`config.mk`:
```
export PLATFORM = sky130hd
export DESIGN_NAME = pc_status_unit
export DESIGN_NICKNAME = d
export VERILOG_FILES = /design/src/rtl/cpu_pkg.sv /design/src/rtl/pc_status_unit_status_reg.sv /design/src/rtl/pc_status_unit.sv
export SDC_FILE = /design/constraint.sdc
export NUM_CORES = 1
export LEC_CHECK = 0
export ABC_AREA = 1
export BUFFER_PORTS_ARGS = -buffer_cell sky130_fd_sc_hd__clkbuf_2
export CAP_MARGIN = 20
export CORE_MARGIN = 1
export CORE_UTILIZATION = 41
export CTS_BUF_LIST = sky130_fd_sc_hd__clkbuf_8
export DETAILED_ROUTE_END_ITERATION = 6
export HOLD_SLACK_MARGIN = 0.05
export PLACE_DENSITY_LB_ADDON = 0.2
export SYNTH_ARGS = -nofsm -noshare
export SYNTH_HDL_FRONTEND = slang
export SYNTH_SLANG_ARGS = --single-unit
```
`constraint.sdc`:
```
create_clock -name clk_i -period 3.1 [get_ports clk_i]
set_input_delay 0.62 -clock clk_i [delete_from_list [all_inputs] [get_ports clk_i]]
set_output_delay 0.62 -clock clk_i [all_outputs]
set_load 0.01 [all_outputs]
```
`src/rtl/cpu_pkg.sv`:
```
// Shared constants for the program-flow/status stage: widths, flow opcodes,
// status bit positions, FSM states and the jump-condition helper.
package cpu_pkg;

  localparam int PC_W     = 20;
  localparam int STATUS_W = 4;

  localparam logic [3:0] OP_NOP   = 4'd0;
  localparam logic [3:0] OP_JMP   = 4'd1;
  localparam logic [3:0] OP_JMPZ  = 4'd2;
  localparam logic [3:0] OP_JMPS  = 4'd3;
  localparam logic [3:0] OP_JMPZS = 4'd4;
  localparam logic [3:0] OP_LDSR  = 4'd5;
  localparam logic [3:0] OP_XORSR = 4'd6;
  localparam logic [3:0] OP_TRAP  = 4'd7;
  localparam logic [3:0] OP_ALU   = 4'd8;

  localparam int SR_ZERO  = 0;
  localparam int SR_SIGN  = 1;
  localparam int SR_CARRY = 2;
  localparam int SR_MODE  = 3;

  typedef enum logic [1:0] {
    ST_RUN   = 2'd0,
    ST_FLUSH = 2'd1,
    ST_TRAP  = 2'd2
  } state_e;

  // Conditions look only at the committed status, never at the in-flight ALU flags.
  function automatic logic jump_taken(input logic [3:0] op, input logic [STATUS_W-1:0] sr);
    logic taken;
    taken = 1'b0;
    case (op)
      OP_JMP:   taken = 1'b1;
      OP_JMPZ:  taken = sr[SR_ZERO];
      OP_JMPS:  taken = sr[SR_SIGN];
      OP_JMPZS: taken = sr[SR_ZERO] & sr[SR_SIGN];
      default:  taken = 1'b0;
    endcase
    return taken;
  endfunction

endpackage

```
`src/rtl/pc_status_unit_status_reg.sv`:
```
// Status register {mode,carry,sign,zero}: full write, xor-write, or ALU flag
// commit (mode preserved). Callers assert at most one enable per cycle.
module status_reg
  import cpu_pkg::*;
(
  input  logic                clk_i,
  input  logic                rst_i,
  input  logic                wr_en_i,
  input  logic                xor_en_i,
  input  logic                flag_en_i,
  input  logic [STATUS_W-1:0] data_i,
  input  logic [2:0]          flags_i,   // {carry,sign,zero}
  output logic [STATUS_W-1:0] status_o
);

  logic [STATUS_W-1:0] status_q, status_d;

  always_comb begin
    status_d = status_q;
    if (wr_en_i) begin
      status_d = data_i;
    end else if (xor_en_i) begin
      status_d = status_q ^ data_i;
    end else if (flag_en_i) begin
      status_d = {status_q[SR_MODE], flags_i};
    end
  end

  always_ff @(posedge clk_i) begin
    if (rst_i) begin
      status_q <= '0;
    end else begin
      status_q <= status_d;
    end
  end

  assign status_o = status_q;

endmodule

```
`src/rtl/pc_status_unit.sv`:
```
// Program-flow/status stage: program pointer, status register, jump/trap FSM.
// Ops take effect on the accepting edge; ops are refused outside RUN.
module pc_status_unit
  import cpu_pkg::*;
#(
  parameter int                ADDR_W   = PC_W,
  parameter logic [ADDR_W-1:0] RESET_PC = '0,
  parameter logic [ADDR_W-1:0] TRAP_VEC = 20'hFFFF0
) (
  input  logic                clk_i,
  input  logic                rst_i,
  input  logic                op_valid_i,
  output logic                op_ready_o,
  input  logic [3:0]          op_code_i,
  input  logic [ADDR_W-1:0]   jmp_addr_i,
  input  logic [STATUS_W-1:0] sr_data_i,
  input  logic                alu_zero_i,
  input  logic                alu_sign_i,
  input  logic                alu_carry_i,
  input  logic                flag_we_i,
  input  logic                trap_ack_i,
  output logic [ADDR_W-1:0]   prog_point_o,
  output logic [STATUS_W-1:0] status_o,
  output logic                mode_o,
  output logic                flush_o,
  output logic                trapped_o,
  output logic [ADDR_W-1:0]   epc_o
);

  state_e            state_q, state_d;
  logic [ADDR_W-1:0] pc_q, pc_d;
  logic [ADDR_W-1:0] epc_q, epc_d;
  logic [ADDR_W-1:0] pc_inc;
  logic              fire;
  logic              sr_wr, sr_xor, sr_flag;
  logic [STATUS_W-1:0] status;

  assign op_ready_o = (state_q == ST_RUN);
  assign fire       = op_valid_i & op_ready_o;
  assign pc_inc     = pc_q + ADDR_W'(1);

  always_comb begin
    state_d = state_q;
    pc_d    = pc_q;
    epc_d   = epc_q;
    sr_wr   = 1'b0;
    sr_xor  = 1'b0;
    sr_flag = 1'b0;
    case (state_q)
      ST_RUN: begin
        if (fire) begin
          case (op_code_i)
            OP_NOP: pc_d = pc_inc;
            OP_JMP, OP_JMPZ, OP_JMPS, OP_JMPZS: begin
              if (jump_taken(op_code_i, status)) begin
                pc_d    = jmp_addr_i;
                state_d = ST_FLUSH;
              end else begin
                pc_d = pc_inc;
              end
            end
            OP_LDSR: begin
              pc_d  = pc_inc;
              sr_wr = 1'b1;
            end
            OP_XORSR: begin
              pc_d   = pc_inc;
              sr_xor = 1'b1;
            end
            OP_ALU: begin
              pc_d    = pc_inc;
              sr_flag = flag_we_i;
            end
            default: begin  // OP_TRAP and every undefined opcode
              epc_d   = pc_inc;
              pc_d    = TRAP_VEC;
              state_d = ST_TRAP;
            end
          endcase
        end
      end
      ST_FLUSH: state_d = ST_RUN;
      ST_TRAP:  if (trap_ack_i) state_d = ST_FLUSH;
      default:  state_d = ST_RUN;
    endcase
  end

  always_ff @(posedge clk_i) begin
    if (rst_i) begin
      state_q <= ST_RUN;
      pc_q    <= RESET_PC;
      epc_q   <= '0;
    end else begin
      state_q <= state_d;
      pc_q    <= pc_d;
      epc_q   <= epc_d;
    end
  end

  status_reg u_status_reg (
    .clk_i     (clk_i),
    .rst_i     (rst_i),
    .wr_en_i   (sr_wr),
    .xor_en_i  (sr_xor),
    .flag_en_i (sr_flag),
    .data_i    (sr_data_i),
    .flags_i   ({alu_carry_i, alu_sign_i, alu_zero_i}),
    .status_o  (status)
  );

  assign status_o     = status;
  assign mode_o       = status[SR_MODE];
  assign prog_point_o = pc_q;
  assign epc_o        = epc_q;
  assign flush_o      = (state_q == ST_FLUSH);
  assign trapped_o    = (state_q == ST_TRAP);

endmodule

```
Word level (Yosys, flattened, before mapping):

Index checks and enable logic that the tools add are counted.

* word-level logic and storage cells: 56
* flip-flop bits (word level): 46
* output and inout bits: 48
* bits of input ports: 36

* bitwise operators: 4
* equality and inequality tests: 13
* reduce and logical (&&, ||, !) cells: 10
* add/subtract/negate cells: 1
* mux-type cells: 23

Operators by type and width (count)
* one-hot mux 20 bit (2 select lines): 1
* adder 20 x 1 -> 20 bit (second input constant): 1
* two-way mux 20 bit: 1
* == test 4 x 3 -> 1 bit (second input constant): 3
* two-way mux 1 bit: 12
* == test 4 x 2 -> 1 bit (second input constant): 2
* two-way mux 4 bit: 2
* one-hot mux 2 bit (2 select lines): 2
* OR reduction 4 bit: 2
* OR reduction 8 bit: 1
* two-way mux 2 bit: 3
* == test 4 x 1 -> 1 bit (second input constant): 1
* == test 4 bit (second input constant): 1
* zero test 4 bit: 1
* != test 2 bit (second input constant): 2
* one-hot mux 1 bit (4 select lines): 1
* AND reduction 4 bit: 1
* XOR 4 bit: 1
* two-way mux 3 bit: 1
* != test 3 bit (second input constant): 1
* AND reduction 3 bit: 1
* nonzero test 3 bit: 1
* AND 1 bit: 2
* == test 2 x 1 -> 1 bit (second input constant): 1
* 6 further kinds: 6

Depth between registers and ports, before layout:

* word-level depth: 9
* depth in mapped cells: 12
* mapped depth without buffers: 12

Cells and area by module:

Synthesis repeated with hierarchy kept, for this count alone.

* cell total of the unflattened synthesis: 436
* area total of the unflattened synthesis: 2692.6 um^2

Modules (own cells, without submodules)
* pc_status_unit: cells each 389, seq. area each 840.8 um^2, area an instance 2423.6 um^2, times used 1
* status_reg: cells each 47, seq. area each 80.1 um^2, area an instance 269.0 um^2, times used 1

Least setup slack after synthesis:

No wires, ideal clock.

* path kind: input to register
* start: input port op_code_i[1]
* end: register epc_q[18] (netlist: epc_o[18])
* cell stages on the path: 11
* data required time: 2.985 ns
* setup slack: 1.420 ns
* path buffers: 1
* setup time: 0.115 ns
* data arrival time: 1.565 ns
* cells stage by stage: inv_1 -> nor2_1 -> nand2_2 -> nand2_1 -> nor2_4 -> nand2_4 -> nor2_8 -> inv_4 -> buf_6 -> nor2_1 -> nor2_1

* longest elaborated chain between the ends: 4
* elaborated cells between the ends (all ways): 11
* those cells by class: eq/ne (7); bitwise (1); reduce/logical (3)

RTL lines
* start, declared: line pc_status_unit.sv:14 `input logic [3:0] op_code_i,`
* == test 4 x 1 -> 1 bit, or another cell as far along: line pc_status_unit.sv:52 `case (op_code_i)`
* OR reduction 8 bit (no source line) *
* inverter 1 bit (no source line) *
* AND reduction 3 bit (no source line) *
* end signal, assigned: line pc_status_unit.sv:96 `epc_q <= epc_d;`
* end, declared: line pc_status_unit.sv:32 `logic [ADDR_W-1:0] epc_q, epc_d;`

Mark *: on every way between the ends. The rest lies on a longest branch, timed or not.
A chain may end at the register's enable or synchronous reset.

Worst setup path after layout:

* start: register pc_q[0] (netlist: prog_point_o[0])
* end: register pc_q[10] (netlist: prog_point_o[10])

* longest elaborated chain between the ends: 3

RTL lines
* start, declared: line pc_status_unit.sv:31 `logic [ADDR_W-1:0] pc_q, pc_d;`
* start signal, assigned: line pc_status_unit.sv:95 `pc_q <= pc_d;`
* adder 20 x 1 -> 20 bit *: line pc_status_unit.sv:40 `assign pc_inc = pc_q + ADDR_W'(1);`
* two-way mux 20 bit: line pc_status_unit.sv:55 `if (jump_taken(op_code_i, status)) begin`
* one-hot mux 20 bit (2 select lines) *: line pc_status_unit.sv:52

Marks and branches as above.

==> flow_summary.json <==
{
  "yosys.area.top_type_share": 0.353,
  "ctsHoldBuffers": 0,
  "gp_congestion": 0.836,
  "drc": 0,
  "p_int_uw": 1040,
  "antenna_found_initial": 0,
  "cts_setup_buffers": 0,
  "grt_pass1_vias": 2436,
  "setup_tns_ps": 0,
  "htreeDepth": 2,
  "worstSetupPathType": "register to register",
  "whs_endpoint": "epc_o[16]",
  "die_h_um": 81.8,
  "synth_area_um2": 2610,
  "area_growth_pct": 20.7,
  "antenna_left": 0,
  "finalWirelength_um": 6860,
  "fp-row-count": 28,
  "min-delay-path-class": "register to register",
  "cp_top_family": "simple AND/OR/NAND/NOR gates",
  "power_leakage_uw": 0.00158,
  "cts_buffers": 5,
  "numClockSinks": 46,
  "setup_slack_ps": 1220,
  "hold_start": "epc_o[16]",
  "hold-path-cell-count": 2,
  "critPathMaxStageDelay_ps": 450,
  "setup_viol": 0,
  "r2r_slack_ps": 1220,
  "path_cells": "ha_1, nand2_1, nor2_1, nand3_1, xnor2_1, nand2_1, a21oi_1",
  "critPathMaxFanout": 6,
  "r2r.worst_path.cells": 7,
  "stdcell_count": 552,
  "placed_area_um2": 3040,
  "crit-reg2reg-launch": "prog_point_o[0]",
  "grt_use_total": 0.226,
  "dr.pass1.iters": 4,
  "grt_pass1_wl_um": 11500,
  "clk_latency_ps": 300,
  "pwr-share-comb": 0.243,
  "cp-end-kind": "register",
  "finalMaxSlewViolations": 0,
  "cp.required_ps": 3330,
  "fin_skew_ps": 11.1,
  "critPathArrivalTime_ps": 2110,
  "dpl_worst_slack_ps": 992,
  "power.share.sequential": 0.468,
  "cts.clk_slew.worst_paths_ps": 90,
  "avgSynthCellArea_um2": 6.56,
  "layout-drive-gt1-share": 0.231,
  "tritoncts": "built",
  "cts_buffer_depth": 2,
  "total_power_uw": 1550,
  "worst_pin_slew_ps": 464,
  "period_minus_slack_ps": 1880,
  "portBuffers": 83,
  "gr-total-overflow": 0,
  "dr_total_vias": 2750,
  "seq_area_frac_synth": 0.353,
  "dp.cells": 544,
  "critPathSlowestCell": "dfxtp_1",
  "yosysWarnings": 0,
  "rsz0062_at_grt": "no",
  "hpwl_um": 4970,
  "design_area_um2": 3150,
  "synth_cell_types": 29,
  "syn-instance-count": 398,
  "via_per_inst": 4.98,
  "p_per_area_nw_per_um2": 491,
  "io_pins": 84,
  "die-area_um2": 6690,
  "synth_area_leaders": "dfxtp_1, nand2_1, nor2_1, a21oi_1, o21ai_0",
  "start_util": 0.433,
  "cp_num_buf_inv": 0,
  "status": "completed",
  "drv_cap": 0,
  "synth_top_area_cell": "dfxtp_1",
  "core_area_um2": 6030,
  "fmax_mhz": 531,
  "grt_max_degree": 43,
  "drt_iter0_drc": 154,
  "path_common_cell": "nand2_1",
  "layout.nets": 513,
  "relSlewSlack": 0.690,
  "r2r-end": "prog_point_o[10]",
  "antenna_cells": 0,
  "ys_seq_elements": 46,
  "cts_resized": 0,
  "swShare": 0.331,
  "vdd_drop_max_mv": 0.342,
  "startpoint_type": "register",
  "clkPwrFrac": 0.289,
  "syn_nets": 435,
  "die_width_um": 81.8,
  "fin_crit_sh": 0.607,
  "clockRootBuffer": "clkbuf_8",
  "hold_violations": 0,
  "power.switching_uw": 511,
  "post_drt_wl_per_cell_um": 12.4,
  "fill_cells": 631
}
## per-stage QoR
stage	util	hold WS [ps]
4_1_cts	0.523	479
2_1_floorplan	-	481
5_1_grt	0.523	498
6_report	0.523	479
3_5_place_dp	0.505	463
3_3_place_gp	0.505	463
## cell usage in the layout (no fill, tap or decap)
cell type | netlist | routed
nor2_4 | 3 | 3
o21ai_0 | 39 | 39
nand3_1 | 21 | 21
nor2_1 | 61 | 61
clkbuf_8 | 0 | 5
nor3_2 | 1 | 1
inv_4 | 1 | 1
clkinvlp_4 | 0 | 1
nor2_8 | 1 | 1
buf_4 | 2 | 2
nor2_2 | 3 | 3
clkbuf_2 | 1 | 83
ha_1 | 1 | 1
bufinv_16 | 0 | 1
dfxtp_1 | 46 | 46
nor3_1 | 3 | 3
nand4_1 | 5 | 5
a21oi_1 | 45 | 45
inv_2 | 3 | 3
inv_1 | 41 | 42
a21boi_0 | 1 | 1
nand2_1 | 79 | 79
nand3b_1 | 1 | 1
xor2_1 | 7 | 7
o21ai_1 | 11 | 11
nand3_2 | 1 | 1
nand2_4 | 3 | 3
xnor2_1 | 5 | 5
nand2_2 | 2 | 2
## power by group through the flow
stage | clock [uW] | combinational [uW] | sequential, uW
floorplan | 0 | 227 | 750
global placement | 0 | 372 | 737
detailed placement | 0 | 378 | 737
CTS | 453 | 380 | 724
global route | 482 | 433 | 735
finish | 447 | 376 | 724
## worst reg2reg max path: cells and delay by family (launching register included)
family,cells,cell delay (ps)
xor gates and xnor gates,1,270
DFF,1,450
and+or+nand+nor,4,760
adders and majority gates,1,220
AOI/OAI and AO/OA,1,120
## cell usage after synthesis (all sizes together)
cell type / n
a21boi: 1
a21oi: 45
buf: 9
clkbuf: 5
dfxtp: 46
ha: 1
inv: 45
nand2: 84
nand3: 22
nand3b: 1
nand4: 5
nor2: 68
nor3: 4
o21ai: 50
xnor2: 5
xor2: 7
## kinds of logic (layout without fill, tap and decap cells)
group / Yosys count / in the layout / share of synthesized area
adder cells (fa/ha/maj): 1 / 1 / 0.00479
XOR/XNOR: 12 / 12 / 0.0402
flip-flops: 46 / 46 / 0.353
AND/OR/NAND/NOR: 184 / 184 / 0.315
AO/OA/AOI/OAI: 96 / 96 / 0.185
buffers and inverters: 59 / 138 / 0.102
## cell type report
class | instances | area [um2] | area share
timing repair buffer | 85 | 430 | 0.137
clock inverter | 3 | 41.3 | 0.0131
inverter | 45 | 171 | 0.0544
clock buffer | 5 | 68.8 | 0.0218
tap | 75 | 93.8 | 0.0298
sequential | 46 | 921 | 0.292
multi-input combinational | 293 | 1420 | 0.452
## metal layers
| metal | track usage | routed length [um] |
|---|---|---|
| met4 | 0.0632 | 78 |
| met2 | 0.350 | 3010 |
| met3 | 0.0344 | 408 |
| met5 | 0 | 0 |
| met1 | 0.322 | 3360 |
## flip-flops by register name, summed over array words and instances (netlist names)
register	flops
epc_o	20
prog_point_o	20
state_q	2
u_status_reg.status_o	4
## worst max-delay path by stage
stage                     slack (ps)             from               end  depth (start not counted)
after floorplan                 1420     op_code_i[1]         epc_o[18]                         11
after global placement          1040     op_code_i[1]          epc_o[6]                         11
after detailed placement         990     op_code_i[1]          epc_o[2]                         11
after CTS                       1230  prog_point_o[0]         epc_o[14]                          8
after global routing            1010  prog_point_o[0]  prog_point_o[14]                          9
final                           1220  prog_point_o[0]  prog_point_o[10]                          7
No activity file was read; power rests on OpenSTA's default activity.
